===== src/rtl/res_port_arbiter_if.sv =====
// -----------------------------------------------------------------------------
// res_port_arbiter_if
// Purpose : One requester port of the result-RAM arbiter. A requester asserts
//           req with we/lock/addr/wdata held stable until it sees gnt. Read
//           data comes back one cycle after the grant, qualified by rvalid.
// Signals : req    request an access this cycle
//           we     1 = write, 0 = read
//           lock   keep ownership while req stays high (burst)
//           addr   RAM address
//           wdata  write data
//           gnt    access issued to the RAM this cycle
//           rvalid read data valid on rdata
//           rdata  read data (0 when rvalid is low)
// Modports: master = requester side, slave = arbiter side.
// -----------------------------------------------------------------------------
interface res_port_arbiter_if #(
    parameter int ADDR_W = 14,
    parameter int DATA_W = 8
);
    logic              req;
    logic              we;
    logic              lock;
    logic [ADDR_W-1:0] addr;
    logic [DATA_W-1:0] wdata;
    logic              gnt;
    logic              rvalid;
    logic [DATA_W-1:0] rdata;

    modport master (
        output req, we, lock, addr, wdata,
        input  gnt, rvalid, rdata
    );

    modport slave (
        input  req, we, lock, addr, wdata,
        output gnt, rvalid, rdata
    );
endinterface


===== src/rtl/res_port_arbiter.sv =====
// -----------------------------------------------------------------------------
// res_port_arbiter
// Purpose : Shares the single-port result RAM (1-cycle synchronous read)
//           between port A (distance-transform engine) and port B (host).
//           One access per cycle, round-robin with a bounded hold and a burst
//           lock. The grant and the RAM command are combinational from the
//           current requests and the registered arbitration state.
// Ports   : i_clk       clock, all state on the rising edge
//           i_rst       asynchronous active-high reset
//           io_a, io_b  requester ports (res_port_arbiter_if.slave)
//           o_res_rd    RAM read strobe
//           o_res_wr    RAM write strobe
//           o_res_addr  RAM address
//           o_res_do    RAM write data
//           i_res_di    RAM read data, valid the cycle after o_res_rd
// -----------------------------------------------------------------------------
module res_port_arbiter #(
    parameter int ADDR_W   = 14,
    parameter int DATA_W   = 8,
    parameter int MAX_HOLD = 16
) (
    input  logic                i_clk,
    input  logic                i_rst,
    res_port_arbiter_if.slave   io_a,
    res_port_arbiter_if.slave   io_b,
    output logic                o_res_rd,
    output logic                o_res_wr,
    output logic [ADDR_W-1:0]   o_res_addr,
    output logic [DATA_W-1:0]   o_res_do,
    input  logic [DATA_W-1:0]   i_res_di
);

    localparam int CNT_W = $clog2(MAX_HOLD + 1);
    localparam logic [CNT_W-1:0] HOLD_MAX = CNT_W'(MAX_HOLD);

    typedef enum logic [1:0] {
        ST_IDLE  = 2'd0,
        ST_OWN_A = 2'd1,
        ST_OWN_B = 2'd2
    } state_t;

    state_t           r_state;
    state_t           w_state_next;
    logic             r_last_b;        // 1: last grant went to B (A wins next tie)
    logic             w_last_b_next;
    logic [CNT_W-1:0] r_hold_cnt;
    logic [CNT_W-1:0] w_hold_next;
    logic [CNT_W-1:0] w_hold_inc;
    logic             r_rd_pend_a;
    logic             r_rd_pend_b;
    logic             w_gnt_a;
    logic             w_gnt_b;

    // Next-state, grant and RAM command decode.
    always_comb begin
        w_gnt_a       = 1'b0;
        w_gnt_b       = 1'b0;
        w_state_next  = ST_IDLE;
        w_last_b_next = r_last_b;
        w_hold_next   = '0;
        w_hold_inc    = (r_hold_cnt == HOLD_MAX) ? HOLD_MAX : r_hold_cnt + CNT_W'(1);

        // Grants are suppressed while reset is held so the RAM sees no command.
        if (!i_rst) begin
            case (r_state)
                ST_IDLE: begin
                    if (io_a.req && io_b.req) begin
                        w_gnt_a = r_last_b;
                        w_gnt_b = ~r_last_b;
                    end else begin
                        w_gnt_a = io_a.req;
                        w_gnt_b = io_b.req;
                    end
                end
                ST_OWN_A: begin
                    // Failing the keep condition with A requesting implies B requests.
                    if (io_a.req && (io_a.lock || !io_b.req || r_hold_cnt < HOLD_MAX))
                        w_gnt_a = 1'b1;
                    else
                        w_gnt_b = io_b.req;
                end
                ST_OWN_B: begin
                    if (io_b.req && (io_b.lock || !io_a.req || r_hold_cnt < HOLD_MAX))
                        w_gnt_b = 1'b1;
                    else
                        w_gnt_a = io_a.req;
                end
                default: begin
                    w_gnt_a = 1'b0;
                    w_gnt_b = 1'b0;
                end
            endcase
        end

        if (w_gnt_a) begin
            w_state_next  = ST_OWN_A;
            w_last_b_next = 1'b0;
            w_hold_next   = (r_state == ST_OWN_A) ? w_hold_inc : CNT_W'(1);
        end else if (w_gnt_b) begin
            w_state_next  = ST_OWN_B;
            w_last_b_next = 1'b1;
            w_hold_next   = (r_state == ST_OWN_B) ? w_hold_inc : CNT_W'(1);
        end
    end

    // Access issued in the grant cycle; all command pins idle at 0 otherwise.
    always_comb begin
        o_res_rd   = (w_gnt_a & ~io_a.we) | (w_gnt_b & ~io_b.we);
        o_res_wr   = (w_gnt_a &  io_a.we) | (w_gnt_b &  io_b.we);
        o_res_addr = '0;
        o_res_do   = '0;
        if (w_gnt_a) begin
            o_res_addr = io_a.addr;
            o_res_do   = io_a.wdata;
        end else if (w_gnt_b) begin
            o_res_addr = io_b.addr;
            o_res_do   = io_b.wdata;
        end
    end

    always_ff @(posedge i_clk or posedge i_rst) begin
        if (i_rst) begin
            r_state     <= ST_IDLE;
            r_last_b    <= 1'b1;
            r_hold_cnt  <= '0;
            r_rd_pend_a <= 1'b0;
            r_rd_pend_b <= 1'b0;
        end else begin
            r_state     <= w_state_next;
            r_last_b    <= w_last_b_next;
            r_hold_cnt  <= w_hold_next;
            r_rd_pend_a <= w_gnt_a & ~io_a.we;
            r_rd_pend_b <= w_gnt_b & ~io_b.we;
        end
    end

    // Only one read is ever pending, so the shared RAM data goes to its owner.
    assign io_a.gnt    = w_gnt_a;
    assign io_b.gnt    = w_gnt_b;
    assign io_a.rvalid = r_rd_pend_a;
    assign io_b.rvalid = r_rd_pend_b;
    assign io_a.rdata  = r_rd_pend_a ? i_res_di : '0;
    assign io_b.rdata  = r_rd_pend_b ? i_res_di : '0;

endmodule


===== src/flat_wrapper.sv =====
// flat-port wrapper written by rule: the top's interface ports become plain ports
module res_port_arbiter_flat 
#(
    parameter int ADDR_W   = 14,
    parameter int DATA_W   = 8,
    parameter int MAX_HOLD = 16
)
  (i_clk, i_rst, o_res_rd, o_res_wr, o_res_addr, o_res_do, i_res_di, io_a_req, io_a_we, io_a_lock, io_a_addr, io_a_wdata, io_a_gnt, io_a_rvalid, io_a_rdata, io_b_req, io_b_we, io_b_lock, io_b_addr, io_b_wdata, io_b_gnt, io_b_rvalid, io_b_rdata);
  res_port_arbiter_if #(.ADDR_W(ADDR_W), .DATA_W(DATA_W)) io_a_i ();
  res_port_arbiter_if #(.ADDR_W(ADDR_W), .DATA_W(DATA_W)) io_b_i ();
  input  logic i_clk;
  input  logic i_rst;
  output logic o_res_rd;
  output logic o_res_wr;
  output logic [ADDR_W-1:0] o_res_addr;
  output logic [DATA_W-1:0] o_res_do;
  input  logic [DATA_W-1:0] i_res_di;
  input wire logic [$bits(io_a_i.req)-1:0] io_a_req;
  input wire logic [$bits(io_a_i.we)-1:0] io_a_we;
  input wire logic [$bits(io_a_i.lock)-1:0] io_a_lock;
  input wire logic [$bits(io_a_i.addr)-1:0] io_a_addr;
  input wire logic [$bits(io_a_i.wdata)-1:0] io_a_wdata;
  output wire logic [$bits(io_a_i.gnt)-1:0] io_a_gnt;
  output wire logic [$bits(io_a_i.rvalid)-1:0] io_a_rvalid;
  output wire logic [$bits(io_a_i.rdata)-1:0] io_a_rdata;
  input wire logic [$bits(io_b_i.req)-1:0] io_b_req;
  input wire logic [$bits(io_b_i.we)-1:0] io_b_we;
  input wire logic [$bits(io_b_i.lock)-1:0] io_b_lock;
  input wire logic [$bits(io_b_i.addr)-1:0] io_b_addr;
  input wire logic [$bits(io_b_i.wdata)-1:0] io_b_wdata;
  output wire logic [$bits(io_b_i.gnt)-1:0] io_b_gnt;
  output wire logic [$bits(io_b_i.rvalid)-1:0] io_b_rvalid;
  output wire logic [$bits(io_b_i.rdata)-1:0] io_b_rdata;
  assign io_a_i.req = io_a_req;
  assign io_a_i.we = io_a_we;
  assign io_a_i.lock = io_a_lock;
  assign io_a_i.addr = io_a_addr;
  assign io_a_i.wdata = io_a_wdata;
  assign io_a_gnt = io_a_i.gnt;
  assign io_a_rvalid = io_a_i.rvalid;
  assign io_a_rdata = io_a_i.rdata;
  assign io_b_i.req = io_b_req;
  assign io_b_i.we = io_b_we;
  assign io_b_i.lock = io_b_lock;
  assign io_b_i.addr = io_b_addr;
  assign io_b_i.wdata = io_b_wdata;
  assign io_b_gnt = io_b_i.gnt;
  assign io_b_rvalid = io_b_i.rvalid;
  assign io_b_rdata = io_b_i.rdata;
  res_port_arbiter #(.ADDR_W(ADDR_W), .DATA_W(DATA_W), .MAX_HOLD(MAX_HOLD)) u_core (.i_clk(i_clk), .i_rst(i_rst), .io_a(io_a_i), .io_b(io_b_i), .o_res_rd(o_res_rd), .o_res_wr(o_res_wr), .o_res_addr(o_res_addr), .o_res_do(o_res_do), .i_res_di(i_res_di));
endmodule

===== config.mk =====
export PLATFORM = sky130hd
export DESIGN_NAME = res_port_arbiter_flat
export DESIGN_NICKNAME = d
export VERILOG_FILES = /design/src/rtl/res_port_arbiter_if.sv /design/src/rtl/res_port_arbiter.sv /design/src/flat_wrapper.sv
export SDC_FILE = /design/constraint.sdc
export NUM_CORES = 1
export LEC_CHECK = 0
export BUFFER_PORTS_ARGS = -buffer_cell sky130_fd_sc_hd__buf_4
export CAP_MARGIN = 20
export CORE_MARGIN = 3
export CORE_UTILIZATION = 34
export DETAILED_ROUTE_END_ITERATION = 16
export GPL_ROUTABILITY_DRIVEN = 0
export PLACE_DENSITY = 0.85
export SLEW_MARGIN = 40
export SYNTH_ARGS = -nofsm -noshare
export SYNTH_HDL_FRONTEND = slang
export SYNTH_SLANG_ARGS = --single-unit

===== constraint.sdc =====
create_clock -name i_clk -period 2 [get_ports i_clk]
set_input_delay 0.4 -clock i_clk [delete_from_list [all_inputs] [get_ports i_clk]]
set_output_delay 0.4 -clock i_clk [all_outputs]
set_load 0.05 [all_outputs]

; Word-level counts from Yosys, hierarchy flattened
; Index checks and enable logic that the tools add are counted.
[word_totals]
reg_bits = 10
inputBits = 60
[op_classes]
addsub = 1
magnitude_cmp = 1
eq_ne = 3
muxes = 25
bitwise = 9
reduce_logical = 11
[ops]
columns = operator, n
row1 = 8-bit two-way mux, 4
row2 = 14-bit two-way mux, 2
row3 = 5-bit two-way mux, 5
row4 = 1-bit two-way mux, 10
row5 = 1-bit one-hot mux with 3 select lines, 2
row6 = "5-bit by 1-bit adder with 5-bit output, second input constant", 1
row7 = "5-bit equality test, second input constant", 1
row8 = "5-bit < comparator, second input constant", 1
row9 = 1-bit bitwise AND, 4
row10 = 1-bit logical OR, 4
row11 = 2-bit two-way mux, 2
row12 = 1-bit logical AND, 3
row13 = 1-bit NOT, 3
row14 = "2-bit by 1-bit equality test with 1-bit output, second input constant", 1
row15 = "2-bit equality test, second input constant", 1
row16 = 1-bit logical NOT, 2
row17 = 2-bit logical NOT, 1
row18 = 1-bit OR, 2
row19 = 2-bit nonzero test, 1

; Longest topological paths before layout
; Gate-level depths: netlist of run 1.
[logic_depth]
depth_word = 9
mapped_depth = 6
depth_no_buf = 5

; Worst setup path before layout of run 1
; Ideal clock, no wire load.
[synth_timing]
path_type = register to output
from = reg u_core.r_hold_cnt[4]
to = out o_res_do[1]
arrival_ns = 1.743
t_required_ns = 1.600
slack_ns = -0.143
path_stages_with_launch = 7
n_path_buf = 2
path_cell_list = dfrtp_1 -> and3b_1 -> o22ai_1 -> and4_1 -> buf_6 -> buf_6 -> a22o_1
[synth_via]
elab_chain_cells = 8
[synth_rtl]
columns = element, line
row1 = start: declaration, res_port_arbiter.sv:46  ; logic [CNT_W-1:0] r_hold_cnt;
row2 = start signal: assignment, res_port_arbiter.sv:131  ; r_hold_cnt <= w_hold_next;
row3 = 5-bit < comparator (*), "res_port_arbiter.sv:77, res_port_arbiter.sv:83"
row4 = 1-bit logical OR (on tied branches), "res_port_arbiter.sv:83, res_port_arbiter.sv:77"
row5 = 1-bit logical AND (on tied branches), "res_port_arbiter.sv:83, res_port_arbiter.sv:77"
row6 = 1-bit two-way mux (on tied branches), "res_port_arbiter.sv:83, res_port_arbiter.sv:77"
row7 = 1-bit one-hot mux with 3 select lines (*), res_port_arbiter.sv:65  ; case (r_state)
row8 = 1-bit two-way mux (*), res_port_arbiter.sv:64  ; if (!i_rst) begin
row9 = named net io_b_gnt, flat_wrapper.sv:31  ; output wire logic [$bits(io_b_i.gnt)-1:0] io_b_gnt;
row10 = 8-bit two-way mux (*), res_port_arbiter.sv:115  ; end else if (w_gnt_b) begin
row11 = 8-bit two-way mux (*), res_port_arbiter.sv:112  ; if (w_gnt_a) begin
row12 = end: declaration, flat_wrapper.sv:16  ; output logic [DATA_W-1:0] o_res_do;
; Mark *: on every way through the listed nets, which the timed path passes. The rest lies on a longest branch.

; Worst setup path after layout of run 1
[layout_timing]
from = reg u_core.r_hold_cnt[4]
to = out o_res_addr[13]
[layout_via]
elab_chain_cells = 8
[layout_rtl]
columns = element, line
row1 = 5-bit < comparator (*), "res_port_arbiter.sv:77, res_port_arbiter.sv:83"
row2 = 1-bit logical OR (on tied branches), "res_port_arbiter.sv:83, res_port_arbiter.sv:77"
row3 = 1-bit logical AND (on tied branches), "res_port_arbiter.sv:83, res_port_arbiter.sv:77"
row4 = 1-bit two-way mux (on tied branches), "res_port_arbiter.sv:83, res_port_arbiter.sv:77"
row5 = 1-bit one-hot mux with 3 select lines, res_port_arbiter.sv:65
row6 = 1-bit two-way mux, res_port_arbiter.sv:64
row7 = 14-bit two-way mux, res_port_arbiter.sv:115
row8 = 14-bit two-way mux (*), res_port_arbiter.sv:112
row9 = end: declaration, flat_wrapper.sv:15  ; output logic [ADDR_W-1:0] o_res_addr;
; Every way passes the cells marked *; elsewhere a longest branch is shown, timed or not.

==> insert_results.sql, run 1 <==
INSERT INTO impl_metrics (metric_group, metric, value, unit) VALUES
('run_status', 'run_status', 'complete, but fails checks', ''),
('run_status', 'failed_checks', 'setup timing', ''),
('setup_path', 'regToRegStartpoint', 'u_core.r_hold_cnt[4]', ''),
('sta', 'finalSetupViolations', '26', ''),
('power_and_ir_drop', 'static-leakage-power', '0.00107', 'uW'),
('route', 'detail-route-antenna-nets', '0', ''),
('setup_path', 'ff2ff_path_depth', '5', ''),
('setup_path', 'worst_ep_required_time', '1.60', 'ns'),
('cts', 'cts.reportedPaths.clkPinSlew', '0.07', 'ns'),
('setup_path', 'start_kind', 'flip-flop', ''),
('sta', 'hold_viol_final', '0', ''),
('route', 'routedWlPerCell', '17.5', 'microns'),
('layout', 'final_common_cell', 'buf_4', ''),
('global_routing', 'globalRouteTotalUtil', '0.254', ''),
('yosys', 'number_of_nets_in_the_synthesized_netlist', '168', ''),
('global_routing', 'grt_antenna_before_repair', '0', ''),
('setup_path', 'worstSetupEndpointType', 'output pin', ''),
('cts', 'tritoncts_clock_tree', 'yes', ''),
('yosys', 'xor_xnor_portion_of_the_synthesized_cell_area', '0.0184', ''),
('setup_path', 'cp_cell_sequence', 'and3b_1, o22ai_2, and4_4, buf_8, a22o_1, buf_6', ''),
('cts', 'clock_path_buffers', '2', ''),
('layout', 'nFillCells', '183', ''),
('layout', 'insertedDiodeCount', '0', ''),
('place', 'dp.final_hpwl', '3140', 'microns'),
('sta', 'final_min_period_over_clock_period', '1.14', ''),
('yosys', 'synth.distinct_cells', '28', ''),
('yosys', 'synth-simple-area-share', '0.289', ''),
('route', 'ratio_of_routed_vias_to_standard_cells', '5.38', ''),
('yosys', 'netlist_instances', '106', ''),
('sta', 'fmax', '440', 'MHz'),
('sta', 'final_period_minus_worst_setup_slack', '2.27', 'ns'),
('place', 'placedInstanceArea', '1830', 'sq um'),
('power_and_ir_drop', 'fin_total_pwr', '1170', 'uW'),
('yosys', 'ys.warnings.count', '0', ''),
('flow_run', 'maxCapViolCount', '0', ''),
('floorplanning', 'die_height', '58.9', 'microns'),
('floorplanning', 'core-area', '2570', 'sq um'),
('yosys', 'synth-adder-area-share', '0.0264', ''),
('power_and_ir_drop', 'irDropWorstVdd', '420', 'uV'),
('sta', 'timing.final.max_slew_violations', '0', ''),
('floorplanning', 'die-area', '3460', 'sq um'),
('global_routing', 'global_route.overflow_total', '0', ''),
('floorplanning', 'ioPinCount', '104', ''),
('sta', 'grt_setup_unrepaired', 'yes', ''),
('sta', 'max_slew_margin', '0.660', ''),
('route', 'route.vias.total', '1340', ''),
('yosys', 'syn_area', '950', 'sq um'),
('global_routing', 'grt_pass1_wl', '6680', 'microns'),
('layout', 'layout_common_cells', 'buf_4 (85), buf_6 (24), and2_1 (18)', ''),
('cts', 'post_cts_hold_buffer_count', '0', ''),
('yosys', 'portion_of_netlist_area_occupied_by_mux_cells', '0', ''),
('place', 'io_buffer_count', '103', ''),
('yosys', 'mapped_avg_cell_area', '8.96', 'sq um'),
('min_path', 'holdCritPathClass', 'in2async', ''),
('power_and_ir_drop', 'power.density', '573', 'nW/um^2'),
('setup_path', 'worst_r2r_endpoint', 'u_core.r_hold_cnt[3]', ''),
('floorplanning', 'die_width', '58.9', 'microns'),
('setup_path', 'path_max_fanout', '16', ''),
('cts', 'ctsRootBufferMaster', 'clkbuf_4', ''),
('sta', 'setup_tns_final', '-5.85', 'ns'),
('floorplanning', 'rows', '18', ''),
('route', 'routed_wl', '4360', 'microns'),
('yosys', 'complex_gate_fraction_of_the_synthesized_area', '0.314', ''),
('sta', 'timing.final.ws_setup', '-0.271', 'ns'),
('setup_path', 'critical_path.slowest_cell', 'dfrtp_1', ''),
('cts', 'clk_lat_worst_skew', '0.27', 'ns'),
('cts', 'h-tree-depth', '1', ''),
('layout', 'areaGrowthSynthToFinish', '116', '%'),
('cts', 'cts.sinks', '10', ''),
('yosys', 'synth-seq-area-share', '0.265', ''),
('route', 'number_of_iterations_in_the_first_detailed_routing_pass', '4', '');
area by class of cell:
cell class / instances / area (sq um) / share of cell area
inverter: 6 / 22.5 / 0.0110
multi-input combinational: 84 / 691 / 0.337
clock buffer: 4 / 26.3 / 0.0128
timing repair buffer: 115 / 1020 / 0.498
sequential: 10 / 251 / 0.123
tap: 30 / 37.5 / 0.0183
through the flow:
stage / util / hold WS (ns) / instances
global placement: 0.712 / 0.435 / 241
global route: 0.798 / 0.179 / 249
finish: 0.798 / 0.167 / 249
detailed placement: 0.712 / 0.447 / 241
CTS: 0.796 / 0.161 / 249
floorplan: - / 0.250 / 106
Yosys cell counts:
library cell | instances | share of area
a2111oi_0 | 1 | 0.0092
a21oi_1 | 1 | 0.0053
a22o_1 | 24 | 0.22
a2bb2oi_2 | 1 | 0.016
and2_1 | 18 | 0.12
and2b_1 | 1 | 0.0079
and3_1 | 1 | 0.0066
and3b_1 | 3 | 0.028
and4_1 | 2 | 0.018
buf_2 | 1 | 0.0053
buf_6 | 5 | 0.059
dfrtp_1 | 9 | 0.24
dfstp_2 | 1 | 0.028
ha_1 | 2 | 0.026
inv_1 | 6 | 0.024
nand2_1 | 2 | 0.0079
nand2b_1 | 5 | 0.033
nand3_1 | 3 | 0.016
nand3b_1 | 3 | 0.024
nor2_1 | 3 | 0.012
nor2b_1 | 1 | 0.0066
nor3_1 | 2 | 0.011
o2111a_1 | 1 | 0.012
o21a_1 | 1 | 0.0079
o21ai_0 | 4 | 0.021
o21bai_1 | 1 | 0.0079
o22ai_1 | 2 | 0.013
xor2_1 | 2 | 0.018
critical path: cells and delay by family (launching register included):
family / cells / cell delay, ns
buf+inv: 2 / 0.33
compound gates: 2 / 0.37
simple gates: 2 / 0.49
flops: 1 / 0.41
cells by family after synthesis:
logic type | after synthesis
AO/OA/AOI/OAI | 36
XOR/XNOR | 2
adder cells (fa/ha/maj) | 2
buffers and inverters | 12
flip-flops | 10
AND/OR/NAND/NOR | 44
layer usage:
layer	GRT usage	up-vias	share of wire	wire (microns)
met4	0.129	0	0.031	135
met1	0.272	631	0.33	1460
li1	-	619	-	-
met5	0	-	0	0
met3	0.0461	14	0.083	361
met2	0.468	76	0.55	2410
report_power, final:
part | total, uW | switching [uW] | internal (uW)
sequential | 243 | 18.8 | 224
clock | 148 | 70.6 | 77.2
combinational | 784 | 438 | 346
total | 1170 | 527 | 648
state kept, by name, summed over array words and instances (netlist names):
signal	count
u_core.io_a.rvalid	1
u_core.r_last_b	1
u_core.r_hold_cnt	5
u_core.r_state	2
u_core.io_b.rvalid	1
worst max-delay path by stage:
| stage | slack, ns | to | start | depth (start not counted) |
|---|---|---|---|---|
| 2_1_floorplan | -0.03 | o_res_do[1] | u_core.r_hold_cnt[4] | 6 |
| 3_3_place_gp | -0.04 | o_res_addr[10] | io_a_req | 7 |
| 3_5_place_dp | -0.17 | o_res_addr[12] | io_a_req | 7 |
| 4_1_cts | -0.25 | o_res_rd | u_core.r_hold_cnt[4] | 6 |
| 5_1_grt | -0.35 | o_res_addr[0] | u_core.r_hold_cnt[4] | 6 |
| 6_report | -0.27 | o_res_addr[13] | u_core.r_hold_cnt[4] | 6 |
timing repair:
action                     CTS  global route
cloned                       1             0
pin swaps                    3             0
setup endpoints to repair   26            26
buffers inserted             3             0
gates resized for setup     38             1
Note: power is estimated with default switching activity, not from simulation.
==> run 2, diff against run 1 <==
--- a/config.mk
+++ b/config.mk
@@ -16,3 +16,4 @@
 export SYNTH_ARGS = -nofsm -noshare
 export SYNTH_HDL_FRONTEND = slang
 export SYNTH_SLANG_ARGS = --single-unit
+export TNS_END_PERCENT = 30
==> run 2 against run 1 <==
  * The run still ends with setup timing left
  * Fmax increased by 0.89%
  * Sequential cell count stayed put
  * Final cell count rose by 0.80%
  * Clock skew about the same
  * Global-route usage shrank 2.6 points
  * Setup slack better by 0.020 ns
  * Wire length shrank 8.2%
  * Combinational power grew 0.5%
  * Critical path depth did not move
  * Core utilization grew 1.3 points
==> insert_results.sql, run 2 (synthesized netlist as in run 1, its figures left out) <==
INSERT INTO impl_metrics (metric_group, metric, value, unit) VALUES
('run_status', 'failed_checks', 'setup timing', ''),
('power_and_ir_drop', 'pwr-share-seq', '0.199', ''),
('layout', 'nFillCells', '176', ''),
('cts', 'tritoncts.num_buffers', '3', ''),
('power_and_ir_drop', 'irDropWorstVdd', '510', 'uV'),
('sta', 'final.hold.worst_slack', '0.173', 'ns'),
('setup_path', 'regToRegStartpoint', 'u_core.r_state[1]', ''),
('sta', 'final_period_minus_worst_setup_slack', '2.25', 'ns'),
('layout', 'final_common_cell', 'buf_4', ''),
('sta', 'timing.final.ws_setup', '-0.251', 'ns'),
('layout', 'layout.nets', '284', ''),
('global_routing', 'global_route.overflow_total', '0', ''),
('setup_path', 'ff2ff_path_depth', '5', ''),
('power_and_ir_drop', 'static-leakage-power', '0.00108', 'uW'),
('cts', 'cts.reportedPaths.clkPinSlew', '0.07', 'ns'),
('cts', 'ctsRootBufferMaster', 'clkbuf_4', ''),
('floorplanning', 'die-area', '3460', 'sq um'),
('setup_path', 'worstSetupEndpointType', 'output pin', ''),
('route', 'post-route-drc-count', '0', ''),
('route', 'routed_wl', '4000', 'microns'),
('cts', 'clock_path_buffers', '2', ''),
('layout', 'multiInputGateArea', '681', 'sq um'),
('global_routing', 'globalRouteTotalUtil', '0.228', ''),
('sta', 'final_min_period_over_clock_period', '1.13', ''),
('place', 'io_buffer_count', '103', ''),
('setup_path', 'critPathKind', 'reg2out', ''),
('place', 'numPlacedInstances', '242', ''),
('power_and_ir_drop', 'switchingPower', '521', 'uW'),
('power_and_ir_drop', 'clock_power_share', '0.150', ''),
('setup_path', 'worst_path_largest_cell_delay', '0.42', 'ns'),
('sta', 'worst-slew-pin-transition', '0.501', 'ns'),
('power_and_ir_drop', 'cell_internal_pwr', '690', 'uW'),
('sta', 'timing.final.max_slew_violations', '0', ''),
('flow_run', 'maxCapViolCount', '0', ''),
('min_path', 'holdCritPathClass', 'in2async', ''),
('floorplanning', 'core-area', '2570', 'sq um'),
('floorplanning', 'initial_cell_density_of_the_core', '0.370', ''),
('global_routing', 'first_global_vias', '1314', ''),
('cts', 'h-tree-depth', '1', ''),
('cts', 'tritoncts_clock_tree', 'yes', ''),
('global_routing', 'grt_pass1_wl', '6210', 'microns'),
('sta', 'grt_setup_unrepaired', 'yes', ''),
('setup_path', 'worst_ep_required_time', '1.60', 'ns'),
('global_routing', 'grt_antenna_before_repair', '0', ''),
('layout', 'largest_register_ff_count', '5', ''),
('layout', 'insertedDiodeCount', '0', ''),
('route', 'routedWlPerCell', '15.9', 'microns'),
('floorplanning', 'die_width', '58.9', 'microns'),
('setup_path', 'cp_cell_sequence', 'nand2b_1, o22ai_4, and4_4, buf_16, a22o_1, buf_6', ''),
('power_and_ir_drop', 'power.density', '581', 'nW/um^2'),
('cts', 'cts.sinks', '10', ''),
('layout', 'layout_common_cells', 'buf_4 (87), buf_6 (24), and2_1 (18)', ''),
('cts', 'clk_lat_worst_skew', '0.26', 'ns'),
('run_status', 'run_status', 'complete, but fails checks', ''),
('power_and_ir_drop', 'netSwitchingFraction', '0.430', ''),
('sta', 'setup_tns_final', '-5.59', 'ns'),
('route', 'detail-route-antenna-nets', '0', ''),
('layout', 'finalNonFillerCells', '251', ''),
('route', 'drt_initial_violations', '43', ''),
('setup_path', 'worst_r2r_endpoint', 'u_core.r_hold_cnt[3]', ''),
('layout', 'max_flop_register', 'u_core.r_hold_cnt', ''),
('route', 'number_of_iterations_in_the_first_detailed_routing_pass', '4', ''),
('sta', 'hold_viol_final', '0', ''),
('layout', 'areaGrowthSynthToFinish', '119', '%'),
('layout', 'share_of_layout_cells_above_drive_strength_1', '0.615', ''),
('route', 'route.vias.total', '1287', ''),
('setup_path', 'data_arrival_at_the_endpoint_of_the_critical_path', '1.85', 'ns'),
('floorplanning', 'ioPinCount', '104', ''),
('layout', 'top_flop_regs', 'u_core.r_hold_cnt x5, u_core.r_state x2', ''),
('setup_path', 'reg2reg_slack', '0.36', 'ns'),
('floorplanning', 'rows', '18', ''),
('setup_path', 'path_max_fanout', '13', ''),
('sta', 'finalSetupViolations', '26', ''),
('floorplanning', 'die_height', '58.9', 'microns'),
('sta', 'finClkSkew', '0.00212', 'ns'),
('global_routing', 'grt_start_max_net_pins', '15', ''),
('sta', 'fmax', '444', 'MHz'),
('layout', 'final-seq-area', '253', 'sq um'),
('place', 'dp.final_hpwl', '2850', 'microns'),
('setup_path', 'start_kind', 'flip-flop', ''),
('sta', 'max_slew_margin', '0.663', ''),
('setup_path', 'critical_path.slowest_cell', 'dfrtp_1', ''),
('route', 'ratio_of_routed_vias_to_standard_cells', '5.13', ''),
('power_and_ir_drop', 'comb_power_share', '0.651', '');
[run 2: changes by cell type in the layout (fill, tap and decap cells not counted), moves of 2 or more]
cell    delta
a22o_1     +9
a22o_2     -8
buf_4      +2
buf_8      -2
[run 2: how the worst max path moves through the flow]
stage | from | endpoint | slack [ns] | cells after the start
2_1_floorplan | u_core.r_hold_cnt[4] | o_res_addr[11] | -0.05 | 6
3_3_place_gp | io_a_req | o_res_do[1] | -0.03 | 7
3_5_place_dp | io_a_req | o_res_addr[6] | -0.07 | 7
4_1_cts | u_core.r_last_b | o_res_do[1] | -0.21 | 6
5_1_grt | u_core.r_state[1] | o_res_addr[5] | -0.31 | 6
6_report | u_core.r_state[1] | o_res_addr[5] | -0.25 | 6
[run 2: layer usage]
| metal | routed length (microns) | global-route usage |
|---|---|---|
| met5 | 0 | 0 |
| met4 | 93 | 0.0712 |
| met3 | 416 | 0.0548 |
| met2 | 2050 | 0.407 |
| met1 | 1440 | 0.267 |
[run 2: worst max-delay path, delay by kind of cell, from the launching register on]
kind | cells | cell delay, ns
AOI/OAI and AO/OA | 2 | 0.33
buffers and inverters | 2 | 0.31
DFF | 1 | 0.42
and+or+nand+nor | 2 | 0.52
[run 2: through the flow]
stage	util	area [sq um]	power, uW	setup slack [ns]
after global placement	0.710	1820	913	-0.0297
after global routing	0.811	2080	1270	-0.315
after CTS	0.803	2060	1210	-0.207
after detailed placement	0.710	1820	925	-0.0698
final	0.811	2080	1210	-0.251
after floorplan	-	981	674	-0.0513
[run 2: power groups by stage]
stage          Combinational, uW  Clock [uW]  Sequential [uW]
4_1_cts                      776         188              241
3_5_place_dp                 681           0              245
6_report                     788         181              241
5_1_grt                      825         197              245
2_1_floorplan                424           0              250
3_3_place_gp                 669           0              244
[run 2: what timing repair did]
action	CTS	global route
setup buffers	2	1
pin swaps	7	2
hold buffers	0	0
cloned	2	0
resized for setup	38	3
setup endpoints to repair	26	26
[run 2: final cells by class]
class                   instances  share of cell area
repair buffers                117               0.506
multi-input cells              84               0.327
flip-flops and latches         10               0.121
well taps                      30              0.0180
clock buffers                   4              0.0174
inverters                       6              0.0108
